File: src/rtl/trigger_network_ctrl_if.sv
// Port bundle between the trigger network controller and its host and per-actor trigger instances.
// Handshake: ap_start is a level request sampled only while ap_idle=1; ap_done and ap_ready pulse
// together for exactly one cycle when a run completes, and no back-pressure exists on either side.
interface trigger_network_ctrl_if #(
    parameter int NUM_ACTORS = 4
);
    logic                  ap_start;
    logic                  ap_done;
    logic                  ap_ready;
    logic                  ap_idle;
    logic [NUM_ACTORS-1:0] trig_sleep;
    logic [NUM_ACTORS-1:0] trig_sync_exec;
    logic [NUM_ACTORS-1:0] trig_sync_wait;
    logic [NUM_ACTORS-1:0] trig_waited;
    logic [NUM_ACTORS-1:0] trig_done;
    logic [NUM_ACTORS-1:0] trig_start;
    logic                  all_sleep;
    logic                  all_sync;
    logic                  all_sync_wait;
    logic [NUM_ACTORS-1:0] all_waited;
    logic [31:0]           run_cycles;
    logic [15:0]           sync_rounds;
    logic [1:0]            fsm_state;

    modport master (
        output ap_start, trig_sleep, trig_sync_exec, trig_sync_wait, trig_waited, trig_done,
        input  ap_done, ap_ready, ap_idle, trig_start, all_sleep, all_sync, all_sync_wait,
               all_waited, run_cycles, sync_rounds, fsm_state
    );

    modport slave (
        input  ap_start, trig_sleep, trig_sync_exec, trig_sync_wait, trig_waited, trig_done,
        output ap_done, ap_ready, ap_idle, trig_start, all_sleep, all_sync, all_sync_wait,
               all_waited, run_cycles, sync_rounds, fsm_state
    );
endinterface

File: src/rtl/trigger_network_ctrl.sv
// Starts all actor triggers together, waits until each has reported done once, and aggregates
// the per-actor sleep/sync/waited flags into broadcast signals; also counts run cycles and sync rounds.
module trigger_network_ctrl #(
    parameter int NUM_ACTORS = 4
) (
    input  logic                   ap_clk,
    input  logic                   ap_rst,
    trigger_network_ctrl_if.slave  bus
);
    typedef enum logic [1:0] {
        S_IDLE  = 2'd0,
        S_START = 2'd1,
        S_RUN   = 2'd2,
        S_DONE  = 2'd3
    } state_t;

    localparam logic [NUM_ACTORS-1:0] ALL_ONES = '1;

    state_t                state_q;
    logic [NUM_ACTORS-1:0] done_flags_q;
    logic [31:0]           run_cnt_q;
    logic [15:0]           sync_cnt_q;
    logic                  sync_prev_q;
    logic                  start_q;
    logic                  done_q;
    logic                  idle_q;
    logic                  all_sync_c;
    logic [NUM_ACTORS-1:0] waited_excl_c;

    // Reductions are pure combinational functions of the trigger flags, independent of reset.
    assign all_sync_c = &(bus.trig_sync_exec | bus.trig_sync_wait);

    always_comb begin
        waited_excl_c = '0;
        for (int i = 0; i < NUM_ACTORS; i++) begin
            waited_excl_c[i] = &(bus.trig_waited | (NUM_ACTORS'(1) << i));
        end
    end

    assign bus.all_sleep     = &bus.trig_sleep;
    assign bus.all_sync      = all_sync_c;
    assign bus.all_sync_wait = &bus.trig_sync_wait;
    assign bus.all_waited    = waited_excl_c;

    always_ff @(posedge ap_clk) begin
        if (ap_rst) begin
            state_q      <= S_IDLE;
            done_flags_q <= '0;
            run_cnt_q    <= '0;
            sync_cnt_q   <= '0;
            sync_prev_q  <= 1'b0;
            start_q      <= 1'b0;
            done_q       <= 1'b0;
            idle_q       <= 1'b1;
        end else begin
            case (state_q)
                S_IDLE: begin
                    if (bus.ap_start) begin
                        state_q <= S_START;
                        start_q <= 1'b1;
                        idle_q  <= 1'b0;
                    end
                end
                S_START: begin
                    state_q      <= S_RUN;
                    done_flags_q <= '0;
                    run_cnt_q    <= '0;
                    sync_cnt_q   <= '0;
                    // A sync level already high on entry must not count as a round.
                    sync_prev_q  <= 1'b1;
                end
                S_RUN: begin
                    done_flags_q <= done_flags_q | bus.trig_done;
                    run_cnt_q    <= run_cnt_q + 32'd1;
                    sync_prev_q  <= all_sync_c;
                    if (all_sync_c && !sync_prev_q && (sync_cnt_q != 16'hFFFF)) begin
                        sync_cnt_q <= sync_cnt_q + 16'd1;
                    end
                    if (done_flags_q == ALL_ONES) begin
                        state_q <= S_DONE;
                        start_q <= 1'b0;
                        done_q  <= 1'b1;
                    end
                end
                S_DONE: begin
                    state_q <= S_IDLE;
                    done_q  <= 1'b0;
                    idle_q  <= 1'b1;
                end
                default: begin
                    state_q <= S_IDLE;
                    start_q <= 1'b0;
                    done_q  <= 1'b0;
                    idle_q  <= 1'b1;
                end
            endcase
        end
    end

    assign bus.trig_start  = {NUM_ACTORS{start_q}};
    assign bus.ap_done     = done_q;
    assign bus.ap_ready    = done_q;
    assign bus.ap_idle     = idle_q;
    assign bus.run_cycles  = run_cnt_q;
    assign bus.sync_rounds = sync_cnt_q;
    assign bus.fsm_state   = state_q;
endmodule
File: src/flat_wrapper.sv
// flat-port wrapper written by rule: the top's interface ports become plain ports
module trigger_network_ctrl_flat 
#(
    parameter int NUM_ACTORS = 4
)
  (ap_clk, ap_rst, bus_ap_start, bus_trig_sleep, bus_trig_sync_exec, bus_trig_sync_wait, bus_trig_waited, bus_trig_done, bus_ap_done, bus_ap_ready, bus_ap_idle, bus_trig_start, bus_all_sleep, bus_all_sync, bus_all_sync_wait, bus_all_waited, bus_run_cycles, bus_sync_rounds, bus_fsm_state);
  trigger_network_ctrl_if #(.NUM_ACTORS(NUM_ACTORS)) bus_i ();
  input  logic ap_clk;
  input  logic ap_rst;
  input wire logic [$bits(bus_i.ap_start)-1:0] bus_ap_start;
  input wire logic [$bits(bus_i.trig_sleep)-1:0] bus_trig_sleep;
  input wire logic [$bits(bus_i.trig_sync_exec)-1:0] bus_trig_sync_exec;
  input wire logic [$bits(bus_i.trig_sync_wait)-1:0] bus_trig_sync_wait;
  input wire logic [$bits(bus_i.trig_waited)-1:0] bus_trig_waited;
  input wire logic [$bits(bus_i.trig_done)-1:0] bus_trig_done;
  output wire logic [$bits(bus_i.ap_done)-1:0] bus_ap_done;
  output wire logic [$bits(bus_i.ap_ready)-1:0] bus_ap_ready;
  output wire logic [$bits(bus_i.ap_idle)-1:0] bus_ap_idle;
  output wire logic [$bits(bus_i.trig_start)-1:0] bus_trig_start;
  output wire logic [$bits(bus_i.all_sleep)-1:0] bus_all_sleep;
  output wire logic [$bits(bus_i.all_sync)-1:0] bus_all_sync;
  output wire logic [$bits(bus_i.all_sync_wait)-1:0] bus_all_sync_wait;
  output wire logic [$bits(bus_i.all_waited)-1:0] bus_all_waited;
  output wire logic [$bits(bus_i.run_cycles)-1:0] bus_run_cycles;
  output wire logic [$bits(bus_i.sync_rounds)-1:0] bus_sync_rounds;
  output wire logic [$bits(bus_i.fsm_state)-1:0] bus_fsm_state;
  assign bus_i.ap_start = bus_ap_start;
  assign bus_i.trig_sleep = bus_trig_sleep;
  assign bus_i.trig_sync_exec = bus_trig_sync_exec;
  assign bus_i.trig_sync_wait = bus_trig_sync_wait;
  assign bus_i.trig_waited = bus_trig_waited;
  assign bus_i.trig_done = bus_trig_done;
  assign bus_ap_done = bus_i.ap_done;
  assign bus_ap_ready = bus_i.ap_ready;
  assign bus_ap_idle = bus_i.ap_idle;
  assign bus_trig_start = bus_i.trig_start;
  assign bus_all_sleep = bus_i.all_sleep;
  assign bus_all_sync = bus_i.all_sync;
  assign bus_all_sync_wait = bus_i.all_sync_wait;
  assign bus_all_waited = bus_i.all_waited;
  assign bus_run_cycles = bus_i.run_cycles;
  assign bus_sync_rounds = bus_i.sync_rounds;
  assign bus_fsm_state = bus_i.fsm_state;
  trigger_network_ctrl #(.NUM_ACTORS(NUM_ACTORS)) u_core (.ap_clk(ap_clk), .ap_rst(ap_rst), .bus(bus_i));
endmodule
File: config.mk
export PLATFORM = sky130hd
export DESIGN_NAME = trigger_network_ctrl_flat
export DESIGN_NICKNAME = d
export VERILOG_FILES = /design/src/rtl/trigger_network_ctrl_if.sv /design/src/rtl/trigger_network_ctrl.sv /design/src/flat_wrapper.sv
export SDC_FILE = /design/constraint.sdc
export NUM_CORES = 1
export LEC_CHECK = 0
export CORE_ASPECT_RATIO = 1.1
export CORE_MARGIN = 4
export CORE_UTILIZATION = 45
export CTS_CLUSTER_SIZE = 14
export DETAILED_ROUTE_END_ITERATION = 7
export PLACE_DENSITY = 0.8
export REMOVE_ABC_BUFFERS = 1
export SYNTH_ARGS = -nofsm -noshare
export SYNTH_HDL_FRONTEND = slang
export SYNTH_SLANG_ARGS = --single-unit
File: constraint.sdc
create_clock -name ap_clk -period 2.6 [get_ports ap_clk]
set_clock_uncertainty 0.2 [all_clocks]
set_input_delay 0.26 -clock ap_clk [delete_from_list [all_inputs] [get_ports ap_clk]]
set_output_delay 0.26 -clock ap_clk [all_outputs]
set_load 0.02 [all_outputs]
### Yosys cells after proc, flatten, opt, wreduce, memory -nomap -nowiden

Cells that the tools add are included.

* register bits after elaboration: 58
* latch bits: 0
* bits in writable memories: 0
* memory bits (read-only): 0
* memories: 0

* add/subtract/negate cells: 2
* multipliers: 0
* divide/modulo/power cells: 0
* order comparisons: 0
* equality and inequality tests: 8
* shifts and indexed selects: 0
* muxes and demuxes: 15
* bitwise operators: 2
* reductions and logical operators: 20

Operators by type and width (count)
* $pmux 32 s2: 1
* $add 32x1->32 const B: 1
* $pmux 16 s2: 1
* $add 16x1->16 const B: 1
* $mux 16: 1
* $ne 16x16->1 const B: 1
* $reduce_and 3->1: 5
* $reduce_and 4->1: 3
* $or 4x4->4: 2
* $pmux 1 s2: 4
* $pmux 2 s4: 1
* $pmux 4 s2: 1
* $reduce_and 2->1: 4
* $reduce_bool 2->1: 4
* $eq 2x2->1 const B: 2
* $eq 4x4->1 const B: 1
* $mux 1: 4
* $mux 2: 2
* $ne 2x1->1 const B: 2
* $eq 2x1->1 const B: 1
* $logic_and 1x1->1: 2
* $logic_not 2->1: 1
* $ne 2x2->1 const B: 1
* $logic_not 1->1: 1

### Depth between registers and ports, before layout

* word-level depth: 6
* gate-level depth with buffers: 8
* depth with buffers taken out: 7

### Worst setup path before layout

Ideal clock, no wire load.

* path kind: register to register
* start: register u_core.state_q[0] (netlist: u_core.bus.fsm_state[0])
* end: register u_core.run_cnt_q[29] (netlist: u_core.bus.run_cycles[29])
* arrival: 2.216 ns
* required time: 2.272 ns
* path slack: 0.057 ns
* cell stages (with the launch flop): 9
* clock period less this slack: 2.543 ns
* cell sequence: dfxtp_1 -> inv_1 -> ha_1 -> nand4_2 -> or4_4 -> buf_6 -> nor4_2 -> xnor2_1 -> nor2_1

* word-level cells in the longest chain between the ends: 2

Ends and longest elaborated chain
* start: declaration: line trigger_network_ctrl.sv:19 `state_t state_q;`
* start signal: assignment: line trigger_network_ctrl.sv:47 `state_q <= S_IDLE;`
* start signal: assignment: line trigger_network_ctrl.sv:59 `state_q <= S_START;`
* start signal: assignment: line trigger_network_ctrl.sv:65 `state_q <= S_RUN;`
* $eq 2x2->1 / $eq 2x1->1 (equally long branches): line trigger_network_ctrl.sv:56 `case (state_q)`
* $pmux 32 s2 / $reduce_bool 2->1 (equally long branches)
* end signal: assignment: line trigger_network_ctrl.sv:74 `run_cnt_q <= run_cnt_q + 32'd1;`
* end: declaration: line trigger_network_ctrl.sv:21 `logic [31:0] run_cnt_q;`

Parallel ways exist; a longest one is shown, timed or not.
A chain may end at the register's enable or synchronous reset.

### Worst setup path in the final report

* start: register u_core.state_q[1] (netlist: u_core.bus.fsm_state[1])
* end: register u_core.run_cnt_q[25] (netlist: u_core.bus.run_cycles[25])

The elaborated chain is that of the path after synthesis.

==> impl_metrics.json <==
{
  "status": "finished, final reports clean",
  "core-area_mm2": 0.00623,
  "ys_ff_latch": 58,
  "slew-limit-headroom_pct": 57.5,
  "dp_cells": 507,
  "syn-mean-instance-area_um2": 8.26,
  "die-area_mm2": 0.00780,
  "p_total_mw": 2.77,
  "min_period_over_period_pct": 91.9,
  "rsz0062_at_grt": "false",
  "critPathKind": "reg2reg",
  "routed_wl_um": 7730,
  "cts.clk_slew.worst_paths_ns": 0.07,
  "dieWidth_um": 84.5,
  "r2r-start": "u_core.bus.fsm_state[1]",
  "layout.nets": 468,
  "cp.required_ns": 2.62,
  "finalSetupViolations": 0,
  "grt_max_degree": 36,
  "row_count": 30,
  "grt-ovfl-total": 0,
  "viasPerCell": 5.54,
  "syn2layout_area_growth_pct": 40.2,
  "wl_per_cell_um": 14.8,
  "yosysTopAreaCellShare_pct": 40.0,
  "postCtsSetupRepairBufs": 0,
  "synth.top_cells.by_area": "dfxtp_1 40%, xnor2_1 6.6%, nor2_1 5.3%",
  "worstSetupStartpointType": "flip-flop",
  "vdd_drop_max_mv": 0.425,
  "clk_latency_ns": 0.34,
  "final_common_cell": "clkdlybuf4s50_1",
  "h-tree-depth": 3,
  "gp_congestion": 0.928,
  "instances_no_fill": 523,
  "mostFrequentLayoutCells": "86 x clkdlybuf4s50_1, 58 x dfxtp_1, 41 x nor2_1",
  "drive_above_1_share_pct": 8.13,
  "ys_seq_area_share_pct": 40.0,
  "ctsHoldBuffers": 0,
  "startpoint": "u_core.bus.fsm_state[1]",
  "dp_hpwl_um": 5430,
  "io_pins": 87,
  "start_util_pct": 46.5,
  "endpoint_kind": "flip-flop",
  "min_path_type": "reg2reg",
  "period_needed_ns": 2.39,
  "synth.cell_area_mm2": 0.00290,
  "firstDrtPassIters": 4,
  "grt_pass1_wl_um": 12400,
  "finalMaxSlewViolations": 0,
  "cts_made_buffers": 9,
  "initialDrtViolationCount": 192,
  "vias": 2898,
  "power_density_mw_per_mm2": 682,
  "fin_util_pct": 65.2,
  "min_from": "u_core.done_flags_q[2]",
  "drc_errors": 0,
  "crit_arrival_ns": 2.41,
  "clock.fmax_ghz": 0.418,
  "cap_violations": 0,
  "ant_nets": 0,
  "synth_cell_types": 40,
  "cts_tree": "built",
  "finalHoldViolations": 0,
  "root_buffer": "clkbuf_8",
  "antenna_found_initial": 0,
  "yosys_warnings": 0,
  "io_buffers": 86,
  "worstPathMaxFanout": 11,
  "cts_buffer_depth": 2,
  "worst_pin_slew_ns": 0.638,
  "grtUsageTotal_pct": 19.4,
  "clock-sinks": 58,
  "diodes": 0,
  "leakage_nw": 1.35,
  "grt_pass1_vias": 2677,
  "ctsResizeCount": 0,
  "syn-instance-count": 351,
  "synth_area_leader_cell": "dfxtp_1",
  "die_h_um": 92.2
}
==> path summary, 6_finish.rpt <==
check,slack [ns],cells past startpoint,end
hold / removal,0.27,2,u_core.done_flags_q[2]
setup / recovery,0.21,7,u_core.bus.run_cycles[25]
hold reg to reg,0.27,2,u_core.done_flags_q[2]
setup reg to reg,0.21,7,u_core.bus.run_cycles[25]
==> stage by stage <==
step	cell area, µm²	setup slack, ns	hold WS (ns)	TNS [ns]
floorplan	2800	-0.155	0.129	-0.796
global placement	3830	0.159	0.249	0
detailed placement	3830	0.0891	0.258	0
CTS	4050	0.0892	0.277	0
global route	4070	0.0406	0.292	0
finish	4070	0.210	0.273	0
==> area by class of cell <==
type	count	area, µm²
timing repair buffer	95	928
clock buffer	11	141
multi-input combinational	260	1600
tap	80	100
sequential	58	1160
inverter	14	52.6
clock inverter	5	77.6
fill	542	2170
==> synth_stat cells <==
library cell  count
nor2_1           41
nand2b_1          5
a31oi_1           5
or4_4             1
or4_1             1
o22ai_1           2
or2_2             1
nand3b_1          4
nand4_2           1
nand4_1          11
o22a_1            2
and4_1            8
a21o_1            3
nand2_1          27
or3_1             8
nor2b_1           6
mux2_2            1
nor4_2            3
ha_1              7
nor3_1           16
nand3_1          13
xnor2_1          22
inv_1            14
a211oi_1          3
nor4_1            8
nor3_2            1
dfxtp_1          58
a31o_2            1
and2_1            3
xor2_1            5
or4b_1            1
buf_2             2
buf_6             1
a211o_1           1
and3_1            9
buf_4             5
clkbuf_1         11
a311oi_1          5
a21oi_1          24
o21ai_0          11
==> where the power goes <==
part	switching (mW)	leakage (nW)	internal (mW)	total, mW
combinational	0.501	0.770	0.345	0.846
sequential	0.0401	0.469	0.953	0.993
clock	0.371	0.109	0.563	0.933
==> flip-flops by register name, indices dropped and copies added, names as in the netlist <==
name,count
u_core.bus.sync_rounds,16
u_core.bus.ap_done,1
u_core.bus.fsm_state,2
u_core.bus.ap_idle,1
u_core.bus.run_cycles,32
u_core.done_flags_q,4
u_core.sync_prev_q,1
u_core.start_q,1
==> per-layer routing <==
| layer | GRT usage (%) | vias up | wire (µm) |
|---|---|---|---|
| met4 | 8.44 | 0 | 133 |
| li1 | - | 1412 | - |
| met2 | 32.4 | 118 | 3900 |
| met3 | 4.76 | 15 | 500 |
| met1 | 23.5 | 1353 | 3190 |
| met5 | 0 | - | 0 |
==> critical path, cell delays in order (launching register included) <==
cell and delay [ns]:
dfxtp_1 0.33, inv_1 0.08, ha_1 0.39, nand4_2 0.16, or4_4 0.55, nor4_2 0.34
xnor2_1 0.16, nor2_1 0.05
==> kinds of logic after synthesis <==
group | after synthesis | share of synthesized area (%)
AO/OA/AOI/OAI | 57 | 11.8
buffers and inverters | 33 | 5.26
AND/OR/NAND/NOR | 168 | 31.3
multiplexers | 1 | 0.388
flip-flops | 58 | 40.0
adder cells (fa/ha/maj) | 7 | 3.02
XOR/XNOR | 27 | 8.15
(Power assumes the default switching activity.)
